[config.mk]
export PLATFORM = sky130hd
export DESIGN_NAME = move_queue
export DESIGN_NICKNAME = d
export VERILOG_FILES = /design/src/rtl/move_queue.sv
export SDC_FILE = /design/constraint.sdc
export NUM_CORES = 1
export LEC_CHECK = 0
export CORE_MARGIN = 2
export CORE_UTILIZATION = 39
export DETAILED_ROUTE_END_ITERATION = 10
export PLACE_DENSITY = 0.64
export SYNTH_ARGS = -nofsm -noshare
export SYNTH_HDL_FRONTEND = slang
export SYNTH_SLANG_ARGS = --single-unit
[constraint.sdc]
create_clock -name CLK -period 20 [get_ports CLK]
set_clock_uncertainty 0.15 [all_clocks]
set_input_delay 3 -clock CLK [delete_from_list [all_inputs] [get_ports CLK]]
set_output_delay 3 -clock CLK [all_outputs]
set_load 0.02 [all_outputs]
[src/rtl/move_queue.sv]
// Parses 4-word coordinated-step messages into a show-ahead move FIFO; entry visible 1 cycle after last word.
// Backpressure via move_ready pop; a complete move arriving at a full FIFO with no pop is dropped and flagged.
`ifndef CMD_COORDINATED_STEP
`define CMD_COORDINATED_STEP 8'h01
`endif

module move_queue #(
  parameter int         DEPTH    = 4,
  parameter logic [7:0] HDR_MOVE = `CMD_COORDINATED_STEP
) (
  input  logic                       CLK,
  input  logic                       resetn,
  input  logic                       word_valid,
  input  logic [63:0]                word_data,
  input  logic [63:0]                encoder_count,
  output logic [63:0]                word_reply,
  input  logic                       halt,
  output logic                       move_valid,
  input  logic                       move_ready,
  output logic                       move_dir,
  output logic [63:0]                move_duration,
  output logic signed [63:0]         move_increment,
  output logic signed [63:0]         move_incrincr,
  output logic                       buffer_dtr,
  output logic [$clog2(DEPTH):0]     fill_count,
  output logic                       overflow
);

  localparam int AW = $clog2(DEPTH);
  localparam int CW = AW + 1;
  localparam logic [CW-1:0] FULL_CNT = CW'(DEPTH);

  typedef enum logic [1:0] {IDLE, DUR, INC, INCINC} state_t;

  typedef struct packed {
    logic        dir;
    logic [63:0] dur;
    logic [63:0] inc;
    logic [63:0] incinc;
  } move_t;

  state_t        state_q, state_d;
  logic          push, pop, full, do_push, drop;
  logic          dir_q;
  logic [63:0]   dur_q, inc_q, snap_q;
  logic [AW-1:0] wr_ptr, rd_ptr;
  move_t         mem [DEPTH];
  move_t         head;

  always_comb begin
    state_d = state_q;
    push    = 1'b0;
    if (word_valid) begin
      case (state_q)
        IDLE:    if (word_data[63:56] == HDR_MOVE) state_d = DUR;
        DUR:     state_d = INC;
        INC:     state_d = INCINC;
        INCINC: begin
          state_d = IDLE;
          push    = 1'b1;
        end
        default: state_d = IDLE;
      endcase
    end
  end

  always_ff @(posedge CLK) begin
    if (!resetn)   state_q <= IDLE;
    else if (halt) state_q <= IDLE;
    else           state_q <= state_d;
  end

  // Field latches carry no control meaning, so they only need the word strobe.
  always_ff @(posedge CLK) begin
    if (word_valid) begin
      case (state_q)
        IDLE: if (word_data[63:56] == HDR_MOVE) begin
          dir_q  <= word_data[0];
          snap_q <= encoder_count;
        end
        DUR:     dur_q <= word_data;
        INC:     inc_q <= word_data;
        default: ;
      endcase
    end
  end

  always_ff @(posedge CLK) begin
    if (!resetn)         word_reply <= '0;
    else if (halt)       word_reply <= '0;
    else if (word_valid) word_reply <= (state_q == INC) ? snap_q : '0;
  end

  assign full    = (fill_count == FULL_CNT);
  assign pop     = move_valid & move_ready;
  assign do_push = push & (~full | pop);
  assign drop    = push & full & ~pop;

  always_ff @(posedge CLK) begin
    if (resetn && !halt && do_push)
      mem[wr_ptr] <= '{dir: dir_q, dur: dur_q, inc: inc_q, incinc: word_data};
  end

  always_ff @(posedge CLK) begin
    if (!resetn) begin
      wr_ptr     <= '0;
      rd_ptr     <= '0;
      fill_count <= '0;
      overflow   <= 1'b0;
    end else if (halt) begin
      wr_ptr     <= '0;
      rd_ptr     <= '0;
      fill_count <= '0;
    end else begin
      if (drop)    overflow <= 1'b1;
      if (do_push) wr_ptr   <= wr_ptr + AW'(1);
      if (pop)     rd_ptr   <= rd_ptr + AW'(1);
      if (do_push && !pop)      fill_count <= fill_count + CW'(1);
      else if (pop && !do_push) fill_count <= fill_count - CW'(1);
    end
  end

  // Head fields are forced to zero when empty so stale RAM never leaks out.
  assign head           = mem[rd_ptr];
  assign move_valid     = (fill_count != '0);
  assign buffer_dtr     = (fill_count < FULL_CNT);
  assign move_dir       = move_valid & head.dir;
  assign move_duration  = move_valid ? head.dur : '0;
  assign move_increment = move_valid ? head.inc : '0;
  assign move_incrincr  = move_valid ? head.incinc : '0;

endmodule

==> results of run 1 <==
## per-stage QoR
step	hold WS, ps	cells	utilization	total power, mW
global route	326	3572	0.480	4.33
floorplan	298	1775	-	2.41
finish	294	3572	0.480	4.20
global placement	304	3381	0.447	2.45
CTS	290	3570	0.480	4.25
detailed placement	315	3381	0.447	2.45
## worst register-to-register path, stage by stage, from the launching register on
cell	delay [ps]
sky130_fd_sc_hd__dfxtp_1	390
sky130_fd_sc_hd__ha_1	200
sky130_fd_sc_hd__nand2_1	110
sky130_fd_sc_hd__nor2_1	340
sky130_fd_sc_hd__and3_4	680
sky130_fd_sc_hd__buf_4	750
sky130_fd_sc_hd__buf_4	790
## power breakdown
part	internal, mW	leakage [nW]	total [mW]	switching, mW
logic	0.0231	3.52	0.0449	0.0218
clock network	0.998	1.52	1.79	0.797
registers	2.36	9.28	2.36	0.0000697
total	3.38	14.3	4.20	0.819
## per-layer routing
| layer | vias to the layer above | global-route usage | wire, um |
|---|---|---|---|
| met5 | - | 0 | 66 |
| met2 | 616 | 0.257 | 39300 |
| met3 | 106 | 0.0434 | 6170 |
| met1 | 9380 | 0.231 | 36000 |
| met4 | 10 | 0.0425 | 1440 |
| li1 | 7901 | - | - |
## layout by cell type, fill, tap and decap left out, types with 9 or more instances in the layout
cell type / synthesis / final
sky130_fd_sc_hd__a21oi_1: 67 / 67
sky130_fd_sc_hd__buf_4: 0 / 22
sky130_fd_sc_hd__clkbuf_1: 43 / 31
sky130_fd_sc_hd__clkinv_1: 0 / 24
sky130_fd_sc_hd__ha_1: 9 / 9
sky130_fd_sc_hd__edfxtp_1: 965 / 965
sky130_fd_sc_hd__and2_1: 197 / 195
sky130_fd_sc_hd__mux4_2: 193 / 193
sky130_fd_sc_hd__dfxtp_1: 76 / 74
sky130_fd_sc_hd__nor2b_1: 65 / 65
sky130_fd_sc_hd__clkdlybuf4s50_1: 0 / 394
sky130_fd_sc_hd__nor2_1: 71 / 70
sky130_fd_sc_hd__clkbuf_16: 0 / 104
sky130_fd_sc_hd__clkinv_2: 0 / 14
## layout make-up
cell class,instances,share of cell area
diodes,2,0.000108
clock buffers,138,0.0595
clock inverters,51,0.00822
inverters,6,0.000485
multi-input cells,640,0.151
flip-flops and latches,1041,0.657
well taps,1276,0.0344
repair buffers,418,0.0891
## worst paths after layout
| check | startpoint | to |
|---|---|---|
| min | inc_q[37] | mem[3][101] |
| max reg2reg | state_q[1] | mem[3][103] |
| max | register | move_increment[26] |
| min reg2reg | inc_q[37] | mem[3][101] |
## registers in the layout, summed over array words and instances, names as in the netlist, 3 cells and up, named ones only
signal and flops:
mem 772, word_reply 64, inc_q 64, fill_count 3, snap_q 64, dur_q 64
## cell families (layout without fill, tap and decap cells)
logic type                 after synthesis  count (layout)  share of synthesized area
AOI/OAI and AO/OA                       78              78                     0.0108
buffers and inverters                   94             613                     0.0165
other                                    0               2                          0
muxes                                  194             194                      0.114
xor gates and xnor gates                 4               4                   0.000920
DFF                                   1041            1041                      0.801
and+or+nand+nor                        354             354                     0.0534
adders and majority gates               10              10                    0.00348
==> results.ini, run 1 <==
[synthesis]
synth-seq-area-share=0.801
synthCells=1775
synth_warnings=0
netlist_area_mm2=0.0381
netlist_top_cells_area=sky130_fd_sc_hd__edfxtp_1, sky130_fd_sc_hd__mux4_2, sky130_fd_sc_hd__dfxtp_1
most_numerous_cell_types_in_the_synthesized_netlist=sky130_fd_sc_hd__edfxtp_1, sky130_fd_sc_hd__and2_1, sky130_fd_sc_hd__mux4_2
postSynth.asyncResetShare=0
synthDominantAreaCellType=sky130_fd_sc_hd__edfxtp_1
synth_top_cell_area_share=0.761
synth_enable_flop_cells=965
synthesis.nets=1918
syn-mean-instance-area_um2=21.5
synth-seq-cells=1041
unique_masters_post_synth=36
yosys.cell_count.top_type=sky130_fd_sc_hd__edfxtp_1
yosys_most_used_dff=sky130_fd_sc_hd__edfxtp_1

[routing]
postRouteWirelength_um=82900
dr_total_vias=18000
remaining_drc_errors=0
postRouteAntennaNets=0
route.detailed.wl_per_inst_um=23.2
via_cell_ratio=5.04
detail_route.iter0.violations=1457
first_pass_iters=5

[worst_setup_path]
timing.critical_path.mode_cell=sky130_fd_sc_hd__buf_4
worstSetupPathDepth=5
rrSetupSlack_ps=16170
critical_path.max_fanout=39
critical_path.endpoint_type=primary output
timing_worst_setup_path_type=reg2out
r2r.worst_path.cells=6
critical_path_required_ps=16850
critical-path-slowest-cell=sky130_fd_sc_hd__dfxtp_4
crit_chain=buf_4, buf_4, mux4_2, and2_1, clkdlybuf4s50_1
startpoint_type=register
worstPathBufferInverterCount=3
arrival_ps=4380
critical-path-top-delay-family=buffers and inverters
critical-path-max-stage-delay_ps=820

[sta]
worstMarginPinSlew_ps=1370
slew_viol_final=0
setup-violations-final=0
layout_setup_ws_ps=12470
timing.final.crit_period_ps=7530
grt_setup_unrepaired=no
finalCritPeriodShare=0.376
fmaxAchievable_mhz=133
slew_headroom=0.0873
final_total_negative_setup_slack_ps=0
report.final.hold_viol_count=0

[cells_and_area]
area_of_the_multi_input_gates_mm2=0.00701
drive_above_1_share=0.158
final_design_area_no_fill_mm2=0.0464
num-fill-cells=7904
syn2layout_area_growth_pct=21.8
layout.area.seq_mm2=0.0305
nets=2353

[global_route]
grt_remaining_overflow=0
maximum_number_of_pins_on_one_net_before_global_route_repair=153
antenna_found_initial=10
grt_util_all_layers=0.165
grt_first_pass_wirelength_um=123000
grt_pass1_vias=19000

[clocking]
clk_path_buf_depth=3
clock_sink_count=1041
clock_network_latency_to_the_later_pin_of_the_worst_skew_pair_ps=700
h_tree_levels=3
cts_tree=yes
cts_inserted_buffers=103
cts_repair_resize_count=0
path_clk_slew_ps=60
cts.repair_timing.setup_buffer_count=0
holdBufCountCts=0
cts_root_buf=sky130_fd_sc_hd__clkbuf_16

[floorplanning]
chipWidth_um=317
design.die.area_mm2=0.100
design.core.area_mm2=0.0967
fp.dieH_um=317
initial_core_util=0.394
boundaryPins=396
placement_rows=114

[pwr]
cellLeakagePower_nw=14.3
vdd_ir_drop_max_mv=0.0741
power_density_mw_per_mm2=90.4

[run_status]
outcome=finished, final reports clean

[place]
place.port_buffers=395
dp_hpwl_um=49300
place.gp.congestion=0.770
postPlaceCellArea_mm2=0.0433
dpl_worst_slack_ps=12820

[run]
maxCapViolations=0

[hold_path]
hp_class=reg2reg
min_path_cells=0

No activity file was read; power rests on OpenSTA's default activity.
==> inputs of run 2 (changes only) <==
--- a/config.mk
+++ b/config.mk
@@ -8,7 +8,7 @@
 export CORE_MARGIN = 2
 export CORE_UTILIZATION = 39
 export DETAILED_ROUTE_END_ITERATION = 10
-export PLACE_DENSITY = 0.64
+export PLACE_DENSITY = 0.67
 export SYNTH_ARGS = -nofsm -noshare
 export SYNTH_HDL_FRONTEND = slang
 export SYNTH_SLANG_ARGS = --single-unit
==> constraint.sdc (replaced) <==
create_clock -name CLK -period 6.4 [get_ports CLK]
set_clock_uncertainty 0.15 [all_clocks]
set_input_delay 0.96 -clock CLK [delete_from_list [all_inputs] [get_ports CLK]]
set_output_delay 0.96 -clock CLK [all_outputs]
set_load 0.02 [all_outputs]
==> results.ini, run 2 (synthesis gave the netlist of run 1 again) <==
[run_status]
outcome=finished, final reports clean  ; unchanged

[cells_and_area]
largest-register=mem  ; unchanged
syn2layout_area_growth_pct=23.0  ; was 21.8%
drive_above_1_share=0.165  ; was 0.158
postLayoutCoreUtil=0.484  ; was 0.480
num-fill-cells=7867  ; was 7904
fin_cells=3573  ; was 3572
final_common_cell=sky130_fd_sc_hd__edfxtp_1  ; unchanged
mostFrequentLayoutCells=sky130_fd_sc_hd__edfxtp_1, sky130_fd_sc_hd__clkdlybuf4s50_1, sky130_fd_sc_hd__and2_1  ; unchanged
final_design_area_no_fill_mm2=0.0468  ; was 0.0464 mm^2
nets=2358  ; was 2353
max_ffs_per_register=772  ; unchanged

[global_route]
grt_pass1_vias=19000  ; about the same
maximum_number_of_pins_on_one_net_before_global_route_repair=116  ; was 153
grt_remaining_overflow=0  ; unchanged
antenna_found_initial=2  ; was 10
grt_util_all_layers=0.157  ; was 0.165
grt_first_pass_wirelength_um=118000  ; was 123000 um

[clocking]
clock_network_latency_to_the_later_pin_of_the_worst_skew_pair_ps=680  ; was 700 ps
clock_sink_count=1041  ; unchanged
cts_root_buf=sky130_fd_sc_hd__clkbuf_16  ; unchanged
clk_path_buf_depth=3  ; unchanged
cts_repair_resize_count=0  ; unchanged
cts.repair_timing.setup_buffer_count=0  ; unchanged
holdBufCountCts=0  ; unchanged
cts_tree=yes  ; unchanged
path_clk_slew_ps=60  ; about the same
h_tree_levels=3  ; unchanged
cts_inserted_buffers=103  ; unchanged

[sta]
report.final.hold_viol_count=0  ; unchanged
finalCritPeriodShare=0.725
slew_viol_final=0  ; unchanged
setup-violations-final=0  ; unchanged
slew_headroom=0.313  ; was 0.0873
fmaxAchievable_mhz=216
final_total_negative_setup_slack_ps=0  ; unchanged
hold-worst-slack_ps=320  ; was 294 ps
timing.final.crit_period_ps=4640
grt_setup_unrepaired=no  ; unchanged
worstMarginPinSlew_ps=1030  ; was 1370 ps

[worst_setup_path]
startpoint_type=register  ; unchanged
critical_path.endpoint_type=primary output  ; unchanged
critical_path.max_fanout=116  ; was 39
arrival_ps=3530  ; was 4380 ps
critical_path_required_ps=5290  ; was 16850 ps
critical-path-slowest-cell=sky130_fd_sc_hd__or3_4  ; was sky130_fd_sc_hd__dfxtp_4
critical-path-max-stage-delay_ps=730  ; was 820 ps
timing_worst_setup_path_type=reg2out  ; unchanged
crit_chain=or3_4, buf_12, and2_1, clkdlybuf4s50_1  ; was buf_4, buf_4, mux4_2, and2_1, clkdlybuf4s50_1

[pwr]
cellLeakagePower_nw=14.5  ; was 14.3 nW
power_density_mw_per_mm2=288  ; was 90.4 mW/mm^2
vdd_ir_drop_max_mv=0.227  ; was 0.0741 mV

[floorplanning]
chipWidth_um=317  ; unchanged
fp.dieH_um=317  ; unchanged
design.die.area_mm2=0.100  ; unchanged
initial_core_util=0.394  ; unchanged
placement_rows=114  ; unchanged
boundaryPins=396  ; unchanged
design.core.area_mm2=0.0967  ; unchanged

[routing]
detail_route.iter0.violations=1360  ; was 1457
remaining_drc_errors=0  ; unchanged
top_routing_layer_in_use=met5  ; unchanged
first_pass_iters=5  ; unchanged
dr_total_vias=18000  ; about the same
via_cell_ratio=5.04  ; about the same
postRouteWirelength_um=78900  ; was 82900 um
route.met3.wl_um=5450  ; was 6170 um
m1WireLength_um=33300  ; was 36000 um
met2_wirelength_um=38800  ; was 39300 um
route.detailed.wl_per_inst_um=22.1  ; was 23.2 um
postRouteAntennaNets=0  ; unchanged

[hold_path]
hp_class=reg2reg  ; unchanged

[place]
dp_hpwl_um=45400  ; was 49300 um
numPlacedInstances=3386  ; was 3381
place.gp.congestion=0.756  ; was 0.770
place.port_buffers=395  ; unchanged
postPlaceCellArea_mm2=0.0435  ; was 0.0433 mm^2

[run]
maxCapViolations=0  ; unchanged

## run 2: layout make-up
cell class	count	area [um^2]	share of cell area
flip-flops and latches	1041	30500	0.651
multi-input cells	640	7010	0.150
repair buffers	423	4320	0.0923
clock buffers	133	2780	0.0594
well taps	1276	1600	0.0341
clock inverters	53	602	0.0128
inverters	6	22.5	0.000481
diodes	1	2.50	0.0000534
## run 2: path summary, 6_finish.rpt
check | start | end | slack, ps | cells past startpoint
worst min-delay path | overflow | overflow | 320 | 1
worst min register to register | overflow | overflow | 320 | 1
worst max register to register | state_q[1] | mem[1][148] | 3340 | 5
worst max-delay path | fill_count[0] | move_increment[62] | 1760 | 4
## run 2: routing by layer
| metal | global-route usage | up-vias |
|---|---|---|
| met5 | 0 | - |
| met4 | 0.0431 | 2 |
| met3 | 0.0395 | 87 |
| met2 | 0.257 | 545 |
| met1 | 0.210 | 9466 |
| li1 | - | 7918 |
## run 2: report_power, final
group	leakage, nW	switching, mW	internal [mW]
clock	1.65	2.46	3.51
combinational	3.58	0.0644	0.0724
sequential	9.28	0.000245	7.37
## run 2: critical path: cells and delay by family (launching register included)
kind | cells | cell delay, ps
simple gates | 2 | 950
buf+inv | 2 | 1170
flops | 1 | 490
## run 2: stage by stage
stage          setup WS (ps)  power (mW)
2_1_floorplan           1540        7.53
3_3_place_gp            2290        7.64
3_5_place_dp            2340        7.65
4_1_cts                 1670        13.6
5_1_grt                 1570        13.9
6_report                1760        13.5
